--- config.mk ---
export PLATFORM = sky130hd
export DESIGN_NAME = gpio_out_arbiter_flat
export DESIGN_NICKNAME = d
export VERILOG_FILES = /design/src/rtl/gpio_out_arbiter_if.sv /design/src/rtl/gpio_out_arbiter.sv /design/src/flat_wrapper.sv
export SDC_FILE = /design/constraint.sdc
export NUM_CORES = 1
export LEC_CHECK = 0
export CORE_MARGIN = 2
export CORE_UTILIZATION = 38
export DETAILED_ROUTE_END_ITERATION = 6
export PLACE_DENSITY_LB_ADDON = 0.1
export SYNTH_ARGS = -nofsm -noshare
export SYNTH_HDL_FRONTEND = slang
export SYNTH_SLANG_ARGS = --single-unit
export TNS_END_PERCENT = 100
--- constraint.sdc ---
create_clock -name CLK0 -period 5.85 [get_ports CLK0]
set_input_delay 0.8775 -clock CLK0 [delete_from_list [all_inputs] [get_ports CLK0]]
set_output_delay 0.8775 -clock CLK0 [all_outputs]
set_load 0.01 [all_outputs]
--- src/rtl/gpio_out_arbiter_if.sv ---
// rtl/gpio_out_arbiter_if.sv - requester/GPIO bundle for the GPIO output arbiter
interface gpio_out_arbiter_if #(
    parameter int NUM_REQ = 4,
    parameter int GPIO_W  = 32
);
    logic [NUM_REQ-1:0]        REQ;
    logic [NUM_REQ*GPIO_W-1:0] WDATA;
    logic [NUM_REQ*GPIO_W-1:0] WMASK;
    logic [NUM_REQ-1:0]        GNT;
    logic [NUM_REQ-1:0]        ACK;
    logic                      BUSY;
    logic [GPIO_W-1:0]         GPIO_IN;
    logic [GPIO_W-1:0]         GPIO_IN_SYNC;
    logic [GPIO_W-1:0]         GPIO_OUT;

    modport master (
        output REQ, WDATA, WMASK, GPIO_IN,
        input  GNT, ACK, BUSY, GPIO_IN_SYNC, GPIO_OUT
    );

    modport slave (
        input  REQ, WDATA, WMASK, GPIO_IN,
        output GNT, ACK, BUSY, GPIO_IN_SYNC, GPIO_OUT
    );
endinterface

--- src/rtl/gpio_out_arbiter.sv ---
// rtl/gpio_out_arbiter.sv - round-robin masked-write arbiter for the shared GPIO output register
module gpio_out_arbiter #(
    parameter int                NUM_REQ     = 4,
    parameter int                GPIO_W      = 32,
    parameter int                HOLD_CYCLES = 0,
    parameter logic [GPIO_W-1:0] RESET_VALUE = '0
) (
    input  logic               CLK0,
    input  logic               DEVRST,
    gpio_out_arbiter_if.slave  bus
);
    localparam int IW = $clog2(NUM_REQ);

    typedef enum logic [1:0] {IDLE, APPLY, HOLD} state_t;

    state_t              state, state_nxt;
    logic [IW-1:0]       ptr, win, win_q;
    logic [IW:0]         pos;
    logic                found;
    logic [NUM_REQ-1:0]  eff, gnt_d, ack_d, gnt_q, ack_q;
    logic [GPIO_W-1:0]   sel_data, sel_mask, data_q, mask_q, gpio_q;
    logic [GPIO_W-1:0]   sync1, sync2;
    logic [7:0]          hold_cnt;

    // A requester still asserting REQ in its ACK cycle must not win again.
    assign eff = bus.REQ & ~ack_q;

    always_comb begin
        win   = '0;
        found = 1'b0;
        pos   = '0;
        for (int k = 0; k < NUM_REQ; k++) begin
            pos = {1'b0, ptr} + (IW+1)'(k);
            if (pos >= (IW+1)'(NUM_REQ))
                pos = pos - (IW+1)'(NUM_REQ);
            if (!found && eff[pos[IW-1:0]]) begin
                found = 1'b1;
                win   = pos[IW-1:0];
            end
        end
    end

    always_comb begin
        sel_data = '0;
        sel_mask = '0;
        for (int k = 0; k < NUM_REQ; k++) begin
            if (win == IW'(k)) begin
                sel_data = bus.WDATA[k*GPIO_W +: GPIO_W];
                sel_mask = bus.WMASK[k*GPIO_W +: GPIO_W];
            end
        end
    end

    always_ff @(posedge CLK0 or posedge DEVRST) begin
        if (DEVRST) state <= IDLE;
        else        state <= state_nxt;
    end

    always_comb begin
        state_nxt = state;
        case (state)
            IDLE:    if (found) state_nxt = APPLY;
            APPLY:   state_nxt = (HOLD_CYCLES > 0) ? HOLD : IDLE;
            HOLD:    if (hold_cnt <= 8'd1) state_nxt = IDLE;
            default: state_nxt = IDLE;
        endcase
    end

    always_comb begin
        gnt_d    = '0;
        ack_d    = '0;
        bus.BUSY = (state != IDLE);
        if (state == IDLE && found)
            gnt_d = {{(NUM_REQ-1){1'b0}}, 1'b1} << win;
        if (state == APPLY)
            ack_d = {{(NUM_REQ-1){1'b0}}, 1'b1} << win_q;
    end

    always_ff @(posedge CLK0 or posedge DEVRST) begin
        if (DEVRST) begin
            gnt_q    <= '0;
            ack_q    <= '0;
            win_q    <= '0;
            ptr      <= '0;
            data_q   <= '0;
            mask_q   <= '0;
            hold_cnt <= '0;
            gpio_q   <= RESET_VALUE;
        end else begin
            gnt_q <= gnt_d;
            ack_q <= ack_d;
            if (state == IDLE && found) begin
                win_q  <= win;
                data_q <= sel_data;
                mask_q <= sel_mask;
            end
            if (state == APPLY) begin
                gpio_q   <= (gpio_q & ~mask_q) | (data_q & mask_q);
                ptr      <= (win_q == IW'(NUM_REQ-1)) ? '0 : win_q + 1'b1;
                hold_cnt <= 8'(HOLD_CYCLES);
            end else if (state == HOLD) begin
                hold_cnt <= hold_cnt - 8'd1;
            end
        end
    end

    always_ff @(posedge CLK0 or posedge DEVRST) begin
        if (DEVRST) begin
            sync1 <= '0;
            sync2 <= '0;
        end else begin
            sync1 <= bus.GPIO_IN;
            sync2 <= sync1;
        end
    end

    assign bus.GNT          = gnt_q;
    assign bus.ACK          = ack_q;
    assign bus.GPIO_OUT     = gpio_q;
    assign bus.GPIO_IN_SYNC = sync2;
endmodule

--- src/flat_wrapper.sv ---
// flat-port wrapper written by rule: the top's interface ports become plain ports
module gpio_out_arbiter_flat 
#(
    parameter int                NUM_REQ     = 4,
    parameter int                GPIO_W      = 32,
    parameter int                HOLD_CYCLES = 0,
    parameter logic [GPIO_W-1:0] RESET_VALUE = '0
)
  (CLK0, DEVRST, bus_REQ, bus_WDATA, bus_WMASK, bus_GPIO_IN, bus_GNT, bus_ACK, bus_BUSY, bus_GPIO_IN_SYNC, bus_GPIO_OUT);
  gpio_out_arbiter_if #(.NUM_REQ(NUM_REQ), .GPIO_W(GPIO_W)) bus_i ();
  input  logic CLK0;
  input  logic DEVRST;
  input wire logic [$bits(bus_i.REQ)-1:0] bus_REQ;
  input wire logic [$bits(bus_i.WDATA)-1:0] bus_WDATA;
  input wire logic [$bits(bus_i.WMASK)-1:0] bus_WMASK;
  input wire logic [$bits(bus_i.GPIO_IN)-1:0] bus_GPIO_IN;
  output wire logic [$bits(bus_i.GNT)-1:0] bus_GNT;
  output wire logic [$bits(bus_i.ACK)-1:0] bus_ACK;
  output wire logic [$bits(bus_i.BUSY)-1:0] bus_BUSY;
  output wire logic [$bits(bus_i.GPIO_IN_SYNC)-1:0] bus_GPIO_IN_SYNC;
  output wire logic [$bits(bus_i.GPIO_OUT)-1:0] bus_GPIO_OUT;
  assign bus_i.REQ = bus_REQ;
  assign bus_i.WDATA = bus_WDATA;
  assign bus_i.WMASK = bus_WMASK;
  assign bus_i.GPIO_IN = bus_GPIO_IN;
  assign bus_GNT = bus_i.GNT;
  assign bus_ACK = bus_i.ACK;
  assign bus_BUSY = bus_i.BUSY;
  assign bus_GPIO_IN_SYNC = bus_i.GPIO_IN_SYNC;
  assign bus_GPIO_OUT = bus_i.GPIO_OUT;
  gpio_out_arbiter #(.NUM_REQ(NUM_REQ), .GPIO_W(GPIO_W), .HOLD_CYCLES(HOLD_CYCLES), .RESET_VALUE(RESET_VALUE)) u_core (.CLK0(CLK0), .DEVRST(DEVRST), .bus(bus_i));
endmodule
### After elaboration in Yosys (flattened, before gate mapping)

Cells that the tools add are included.
Widths: inputs -> output; s select.

* eq/ne operators: 8
* bitwise logic cells: 6
* shifts and indexed selects: 2
* order comparisons: 9
* multiplexer cells: 36
* reductions and logical operators: 12
* add/subtract/negate cells: 9

Operators with widths (number)
* $mux 32: 8
* $and 32x32->32: 2
* $not 32->32: 1
* $or 32x32->32: 1
* $mux 2: 11
* $mux 8: 2
* $lt 2x3->1 const B: 4
* $ge 3x3->1 const B: 3
* $bmux 1 s2: 4
* $eq 2x2->1 const B: 4
* $le 8x1->1 const B: 1
* $mux 1: 8
* $mux 4: 2
* $shl 1x2->4 const A: 2
* $sub 2x1->2 const B: 4
* $sub 8x1->8 const B: 1
* $add 2x2->3 const B: 2
* $and 4x4->4: 1
* $eq 2x1->1 const B: 2
* $logic_and 1x1->1: 4
* $logic_not 2->1: 2
* $ne 2x1->1 const B: 2
* $not 4->4: 1
* $pmux 2 s2: 1
* other kinds (6): 9

* output and inout bits: 73
* register bits: 182

### Longest topological paths before layout

Gate-level depths: netlist (run 1).

* word-level depth: 19
* mapped depth: 9
* gate-level depth less buffers: 6

### Worst setup path before layout (run 1)

OpenSTA, ideal clock, no wires.

* path kind: in2reg
* start point: input bus_REQ[1]
* end point: register u_core.mask_q[15]
* stages: 8
* required time: 5.721 ns
* slack: 3.596 ns
* arrival time: 2.125 ns
* cells stage by stage: nand2b_1 > buf_2 > a21oi_2 > clkbuf_1 > buf_2 > a221oi_1 > a211oi_1 > a211oi_1

* cells in the longest elaborated chain, start to end: 18
* elaborated cells between the ends (all ways): 32
* classes of those cells: eq/ne (3); mux (20); bitwise (1); reduce/logical (8)

Ends and longest elaborated chain
* from (decl): line flat_wrapper.sv:13 `input wire logic [$bits(bus_i.REQ)-1:0] bus_REQ;`
* $and 4x4->4 (*): line gpio_out_arbiter.sv:26 `assign eff = bus.REQ & ~ack_q;`
* $bmux 1 s2: line gpio_out_arbiter.sv:36 `if (!found && eff[pos[IW-1:0]]) begin`
* $mux 1 (not written as such): line gpio_out_arbiter.sv:36
* $mux 1: line gpio_out_arbiter.sv:36
* $logic_not 1->1: line gpio_out_arbiter.sv:36
* $logic_and 1x1->1: line gpio_out_arbiter.sv:36
* $mux 1: line gpio_out_arbiter.sv:36
* $logic_not 1->1: line gpio_out_arbiter.sv:36
* $logic_and 1x1->1: line gpio_out_arbiter.sv:36
* $mux 1: line gpio_out_arbiter.sv:36
* $logic_not 1->1: line gpio_out_arbiter.sv:36
* $logic_and 1x1->1: line gpio_out_arbiter.sv:36
* $mux 2: line gpio_out_arbiter.sv:36
* $logic_not 2->1: line gpio_out_arbiter.sv:47 `if (win == IW'(k)) begin`
* $mux 32 (4 in series): line gpio_out_arbiter.sv:47
* to (signal assigned): line gpio_out_arbiter.sv:95 `mask_q <= sel_mask;`
* to (decl): line gpio_out_arbiter.sv:21 `logic [GPIO_W-1:0] sel_data, sel_mask, data_q, mask_q, gpio_q;`

Mark *: on every way between the ends. The rest lies on a longest branch, timed or not. The select of a mux whose other input is x is not followed.
A chain may end at the register's enable or synchronous reset.

### Final worst setup path (run 1)

* start point: input bus_REQ[1]
* end point: register u_core.data_q[1]

* cells in the longest elaborated chain, start to end: 18
* elaborated cells between the ends (all ways): 32
* classes of those cells: eq/ne (3); mux (20); bitwise (1); reduce/logical (8)

Ends and longest elaborated chain
* $and 4x4->4 (*): line gpio_out_arbiter.sv:26
* $bmux 1 s2: line gpio_out_arbiter.sv:36
* $mux 1 (not written as such): line gpio_out_arbiter.sv:36
* $mux 1: line gpio_out_arbiter.sv:36
* $logic_not 1->1: line gpio_out_arbiter.sv:36
* $logic_and 1x1->1: line gpio_out_arbiter.sv:36
* $mux 1: line gpio_out_arbiter.sv:36
* $logic_not 1->1: line gpio_out_arbiter.sv:36
* $logic_and 1x1->1: line gpio_out_arbiter.sv:36
* $mux 1: line gpio_out_arbiter.sv:36
* $logic_not 1->1: line gpio_out_arbiter.sv:36
* $logic_and 1x1->1: line gpio_out_arbiter.sv:36
* $mux 2: line gpio_out_arbiter.sv:36
* $logic_not 2->1: line gpio_out_arbiter.sv:47
* $mux 32 (4 in series): line gpio_out_arbiter.sv:47
* to (signal assigned): line gpio_out_arbiter.sv:94 `data_q <= sel_data;`
* to (decl): line gpio_out_arbiter.sv:21

Marked as above.

==> results of run 1 <==
## per-stage QoR
stage,total power [mW],cells
finish,5.73,1320
global placement,4.57,1286
global route,6.08,1320
detailed placement,4.61,1286
CTS,5.77,1318
floorplan,3.67,696
## kinds of logic (layout without fill, tap and decap cells)
kind of cell,Yosys count,after routing,share of synthesized area [%]
AOI/OAI and AO/OA,176,176,17.9
adders and majority gates,4,4,0.625
buffers and inverters,114,461,6.83
DFF,173,173,54.1
muxes,112,112,14.5
other,0,2,0
and+or+nand+nor,117,117,6.08
## final cells by class
| type | instances | share of cell area, % |
|---|---|---|
| timing repair buffer | 375 | 30.1 |
| clock inverter | 14 | 1.35 |
| sequential | 173 | 34.9 |
| tap | 275 | 2.78 |
| clock buffer | 18 | 3.54 |
| antenna | 2 | 0.0404 |
| multi-input combinational | 409 | 25.6 |
| inverter | 54 | 1.70 |
## power by group
part	total [mW]	switching, mW	internal, mW
sequential	1.90	0.289	1.61
combinational	2.68	1.43	1.25
clock	1.14	0.551	0.591
## layer usage
| layer | wire length, um | share of wire, % |
|---|---|---|
| met1 | 10300 | 41 |
| met2 | 12500 | 49 |
| met3 | 2090 | 8.2 |
| met4 | 474 | 1.9 |
| met5 | 0 | 0 |
## worst max-delay path, cell delays in order
cell	delay, ns
clkdlybuf4s50_1	0.40
nand2b_1	0.33
and2_1	0.20
a31o_1	0.64
inv_4	0.41
nand2_1	0.56
o221ai_1	0.23
## final timing paths
check | start | to | slack, ns | cells past startpoint
max | bus_REQ[1] | u_core.data_q[1] | 2.46 | 7
min | u_core.sync1[6] | u_core.bus.GPIO_IN_SYNC[6] | 0.34 | 0
max reg2reg | u_core.state[0] | u_core.data_q[1] | 2.82 | 4
min reg2reg | u_core.sync1[6] | u_core.bus.GPIO_IN_SYNC[6] | 0.34 | 0
max in group asynchronous | DEVRST | asynchronous set/reset pin | 3.66 | 3
min in group asynchronous | DEVRST | u_core.sync1[9] | 0.96 | 2
## cell usage after synthesis (2+ instances only)
library cell / number / area (um2)
a221oi_1: 49 / 429
nor2_1: 53 / 199
ha_1: 4 / 50.1
a211oi_1: 98 / 736
buf_1: 4 / 15.0
buf_6: 9 / 101
mux2_2: 33 / 372
mux2i_1: 79 / 791
nand2_1: 49 / 184
o221ai_1: 15 / 131
buf_2: 21 / 105
and2_1: 5 / 31.3
o21a_1: 2 / 15.0
buf_4: 6 / 45.0
nor2b_1: 2 / 12.5
nand2b_1: 3 / 18.8
inv_1: 53 / 199
clkbuf_1: 20 / 75.1
dfrtp_1: 173 / 4330
o21ai_0: 2 / 10.0
==> qor.txt, run 1 <==
Seq. cell area -> 4330 um2
GRT met2 Usage -> 37.9%
status -> finished, final reports clean
ys async rst share -> 100%
post-CTS setup buffers -> 0
largest net degree at the start of global routing -> 90
highest clock rate -> 295 MHz
port bufs -> 366
CORE AREA -> 20800 um2
most common cell after layout, fill and taps aside -> clkdlybuf4s50_1
Primary FF master, synth -> dfrtp_1
Post-Syn Nets -> 994
critical path class -> in2reg
Area Overhead vs Synth -> 54.9%
CTS Root Cell -> clkbuf_16
Max-slew headroom -> 23.3%
H-tree depth -> 4
Worst Tran Pin Value -> 1.15 ns
unrepaired setup endpoints after global routing -> no
Hold WC Path Type -> reg2reg
crit-path max FO -> 54
die height -> 149 um
Final min period -> 3.39 ns
Leak Pwr -> 5.15 nW
final core utilization -> 59.5%
post-route cell area -> 12400 um2
Avg Vias per Cell -> 5.11
Tcrit/Tclk final -> 57.9%
syn_area_per_cell -> 11.5 um2
Post-Place Setup Slack -> 2.02 ns
# rows -> 53
Vias -> 6749
routed wire length -> 25400 um
Post-Synthesis Cells -> 696
TritonCTS clock tree -> done
clock tree buffer depth -> 2
count of different cell masters after synthesis -> 36
met1 usage in global routing -> 29.0%
setup slack after layout -> 2.46 ns
CP arrival -> 3.66 ns
CTS buffer count -> 17
post-synthesis sequential area ratio -> 54.1%
DR pass1 iterations -> 4
Tot GR Track Use -> 22.7%
Final Hold Vio Count -> 0
DRC violations left -> 0
I/O pin cnt -> 367
Critical Path End Type -> register
area taken by multi-input logic gates -> 3170 um2
initial core utilization -> 38.5%
Yosys warning count -> 0
power density over the cells -> 462 nW/um2
Crit path required time -> 6.13 ns
number of flops mapped to enable cells by yosys -> 0
area of the die -> 22200 um2
routed wire length per instance -> 19.2 um
commonest cells after routing, fill and taps aside -> clkdlybuf4s50_1, dfrtp_1, a211oi_1
synthesized area -> 8010 um2
FILL cells -> 1812
Final Skew -> 0.0103 ns
placed inst area -> 11800 um2
GRT overflow -> 0
Clock Latency Late Sink -> 0.43 ns
Fin Hold WS -> 0.345 ns
clock-pin slew on the worst setup and hold paths -> 0.08 ns
final net count -> 1328
first-pass GRT wire length -> 38700 um
post-detail-place hpwl -> 17700 um
Setup-failing EPs final -> 0
routability cong. -> 0.783
# resized after CTS -> 0
CTS Sinks -> 173
# hold bufs at CTS -> 0
fin. max-slew vios -> 0
vias in the first global route -> 6830
Detail Route Antenna Nets -> 0
register bit total from synthesis -> 173
Max IR drop VDD -> 0.449 mV
Die X -> 149 um
setup TNS -> 0 ns
layout cells sized above 1 -> 8.34%
met3 GRT Util -> 6.21%
gr busiest metal -> met2
DR iter-0 viols -> 275
max_cap viols -> 0
antenna violations before repair -> 2
Startpoint Class -> input port
(Power assumes the default switching activity.)
==> run 2: changes to the inputs <==
--- a/config.mk
+++ b/config.mk
@@ -6,7 +6,7 @@
 export NUM_CORES = 1
 export LEC_CHECK = 0
 export CORE_MARGIN = 2
-export CORE_UTILIZATION = 38
+export CORE_UTILIZATION = 42
 export DETAILED_ROUTE_END_ITERATION = 6
 export PLACE_DENSITY_LB_ADDON = 0.1
 export SYNTH_ARGS = -nofsm -noshare
==> constraint.sdc (replaced) <==
create_clock -name CLK0 -period 3.5 [get_ports CLK0]
set_input_delay 0.525 -clock CLK0 [delete_from_list [all_inputs] [get_ports CLK0]]
set_output_delay 0.525 -clock CLK0 [all_outputs]
set_load 0.01 [all_outputs]
==> qor.txt, run 2 (synthesis gave the netlist of run 1 again) <==
post-route cell area -> 12600 um2 (+1.3%)
power density over the cells -> 782 nW/um2 (+69%)
commonest cells after routing, fill and taps aside -> clkdlybuf4s50_1, dfrtp_1, a211oi_1
area taken by multi-input logic gates -> 3170 um2 (unchanged)
CP arrival -> 2.83 ns (-0.83 ns)
routability cong. -> 0.848 (+8.2%)
GRT overflow -> 0 (unchanged)
die height -> 142 um (-4.8%)
area of the die -> 20200 um2 (-9.3%)
TritonCTS clock tree -> done
post-detail-place hpwl -> 18600 um (+4.7%)
Hold WC Path Type -> reg2reg
CORE AREA -> 18700 um2 (-10%)
unrepaired setup endpoints after global routing -> no
Final min period -> 2.55 ns
initial core utilization -> 42.8% (+4.4 points)
non-filler instance count after layout -> 1291 (-2.2%)
first-pass GRT wire length -> 38400 um (-0.77%)
clock tree buffer depth -> 2 (unchanged)
Tot GR Track Use -> 25.0% (+2.3 points)
Clock Latency Late Sink -> 0.44 ns (about the same)
Seq. cell area -> 4330 um2 (unchanged)
Max-slew headroom -> 50.1% (+27 points)
CTS Root Cell -> clkbuf_16
Avg Vias per Cell -> 5.34 (+4.5%)
Final Hold Vio Count -> 0 (unchanged)
fin. max-slew vios -> 0 (unchanged)
Leak Pwr -> 5.24 nW (+1.9%)
CTS Sinks -> 173 (unchanged)
Detail Route Antenna Nets -> 0 (unchanged)
Startpoint Class -> input port
Worst Tran Pin Value -> 0.747 ns (-0.403 ns)
FILL cells -> 1498 (-17%)
DRC violations left -> 0 (unchanged)
layout cells sized above 1 -> 9.38% (+1.0 points)
Crit path required time -> 3.78 ns (-2.35 ns)
CTS buffer count -> 17 (unchanged)
routed wire length -> 25400 um (about the same)
status -> finished, final reports clean
H-tree depth -> 4 (unchanged)
highest clock rate -> 392 MHz
Max IR drop VDD -> 0.469 mV (+4.5%)
vias in the first global route -> 6896 (+0.97%)
Area Overhead vs Synth -> 56.8%
DR pass1 iterations -> 5 (+1)
Die X -> 142 um (-4.8%)
DR iter-0 viols -> 355 (+29%)
max_cap viols -> 0 (unchanged)
final net count -> 1340 (+0.90%)
Setup-failing EPs final -> 0 (unchanged)
crit-path max FO -> 50 (-7.4%)
setup TNS -> 0 ns (unchanged)
antenna violations before repair -> 1 (-1)
placed inst area -> 11900 um2 (+1.1%)
Tcrit/Tclk final -> 72.9%
R2R setup slack -> 1.03 ns (-1.79 ns)
port bufs -> 366 (unchanged)
Final Skew -> 0.0108 ns (+0.000461 ns)
Vias -> 6896 (+2.2%)
critical path class -> in2reg
# rows -> 50 (-5.7%)
Critical Path End Type -> register
Cells after DPL -> 1257 (-2.3%)
largest net degree at the start of global routing -> 52 (-42%)
routed wire length per instance -> 19.7 um (+2.3%)
# resized after CTS -> 0 (unchanged)
clock-pin slew on the worst setup and hold paths -> 0.07 ns (about the same)
post-CTS setup buffers -> 0 (unchanged)
# hold bufs at CTS -> 0 (unchanged)
I/O pin cnt -> 367 (unchanged)
most common cell after layout, fill and taps aside -> clkdlybuf4s50_1
==> run 2: changes by cell type in the layout (fill, tap and decap cells not counted), moves of 2 or more <==
cell	previous run	this run
buf_12	0	7
buf_4	9	14
clkinv_8	4	6
inv_8	6	4
==> run 2: path summary, 6_finish.rpt <==
check,start,to,depth (start not counted)
setup / recovery,bus_REQ[1],u_core.mask_q[10],7
hold / removal,u_core.sync1[19],u_core.bus.GPIO_IN_SYNC[19],0
setup reg to reg,u_core.bus.ACK[1],u_core.mask_q[10],6
hold reg to reg,u_core.sync1[19],u_core.bus.GPIO_IN_SYNC[19],0
max in group asynchronous,DEVRST,asynchronous set/reset pin,3
min in group asynchronous,DEVRST,u_core.sync1[27],2
==> run 2: final cells by class <==
type | count | share of cell area (%)
Multi-Input combinational cell | 409 | 25.2
Tap cell | 234 | 2.33
Antenna cell | 2 | 0.0399
Inverter | 54 | 1.66
Clock inverter | 15 | 1.71
Timing Repair Buffer | 387 | 31.1
Sequential cell | 173 | 34.5
Clock buffer | 17 | 3.39
==> run 2: power by group <==
part           switching (mW)  internal, mW
combinational            2.48          2.24
clock                   0.950          1.05
sequential              0.409          2.70
==> run 2: through the flow <==
step	setup WS (ns)	hold slack (ns)	utilization [%]	total power, mW
finish	0.948	0.350	67.1	9.82
global placement	0.562	0.332	63.7	7.78
floorplan	0.764	0.331	-	6.13
detailed placement	0.530	0.335	63.7	7.87
CTS	0.972	0.352	67.1	9.89
global route	0.846	0.356	67.1	10.4
==> run 2: critical path: stages <==
cell and delay (ns):
clkdlybuf4s50_1 0.45, nand2b_1 0.25, a21boi_4 0.23, buf_4 0.50, a22oi_1 0.17, nand2_1 0.47
o221ai_1 0.23
==> run 2: routing by layer <==
layer / wire length [um] / up-vias / part of all wire (%) / global-route usage, %
li1: - / 3231 / - / -
met1: 10200 / 3324 / 40 / 31.2
met2: 12700 / 308 / 50 / 41.7
met3: 1970 / 33 / 7.8 / 6.70
met4: 531 / 0 / 2.1 / 9.47
met5: 0 / - / 0 / 0
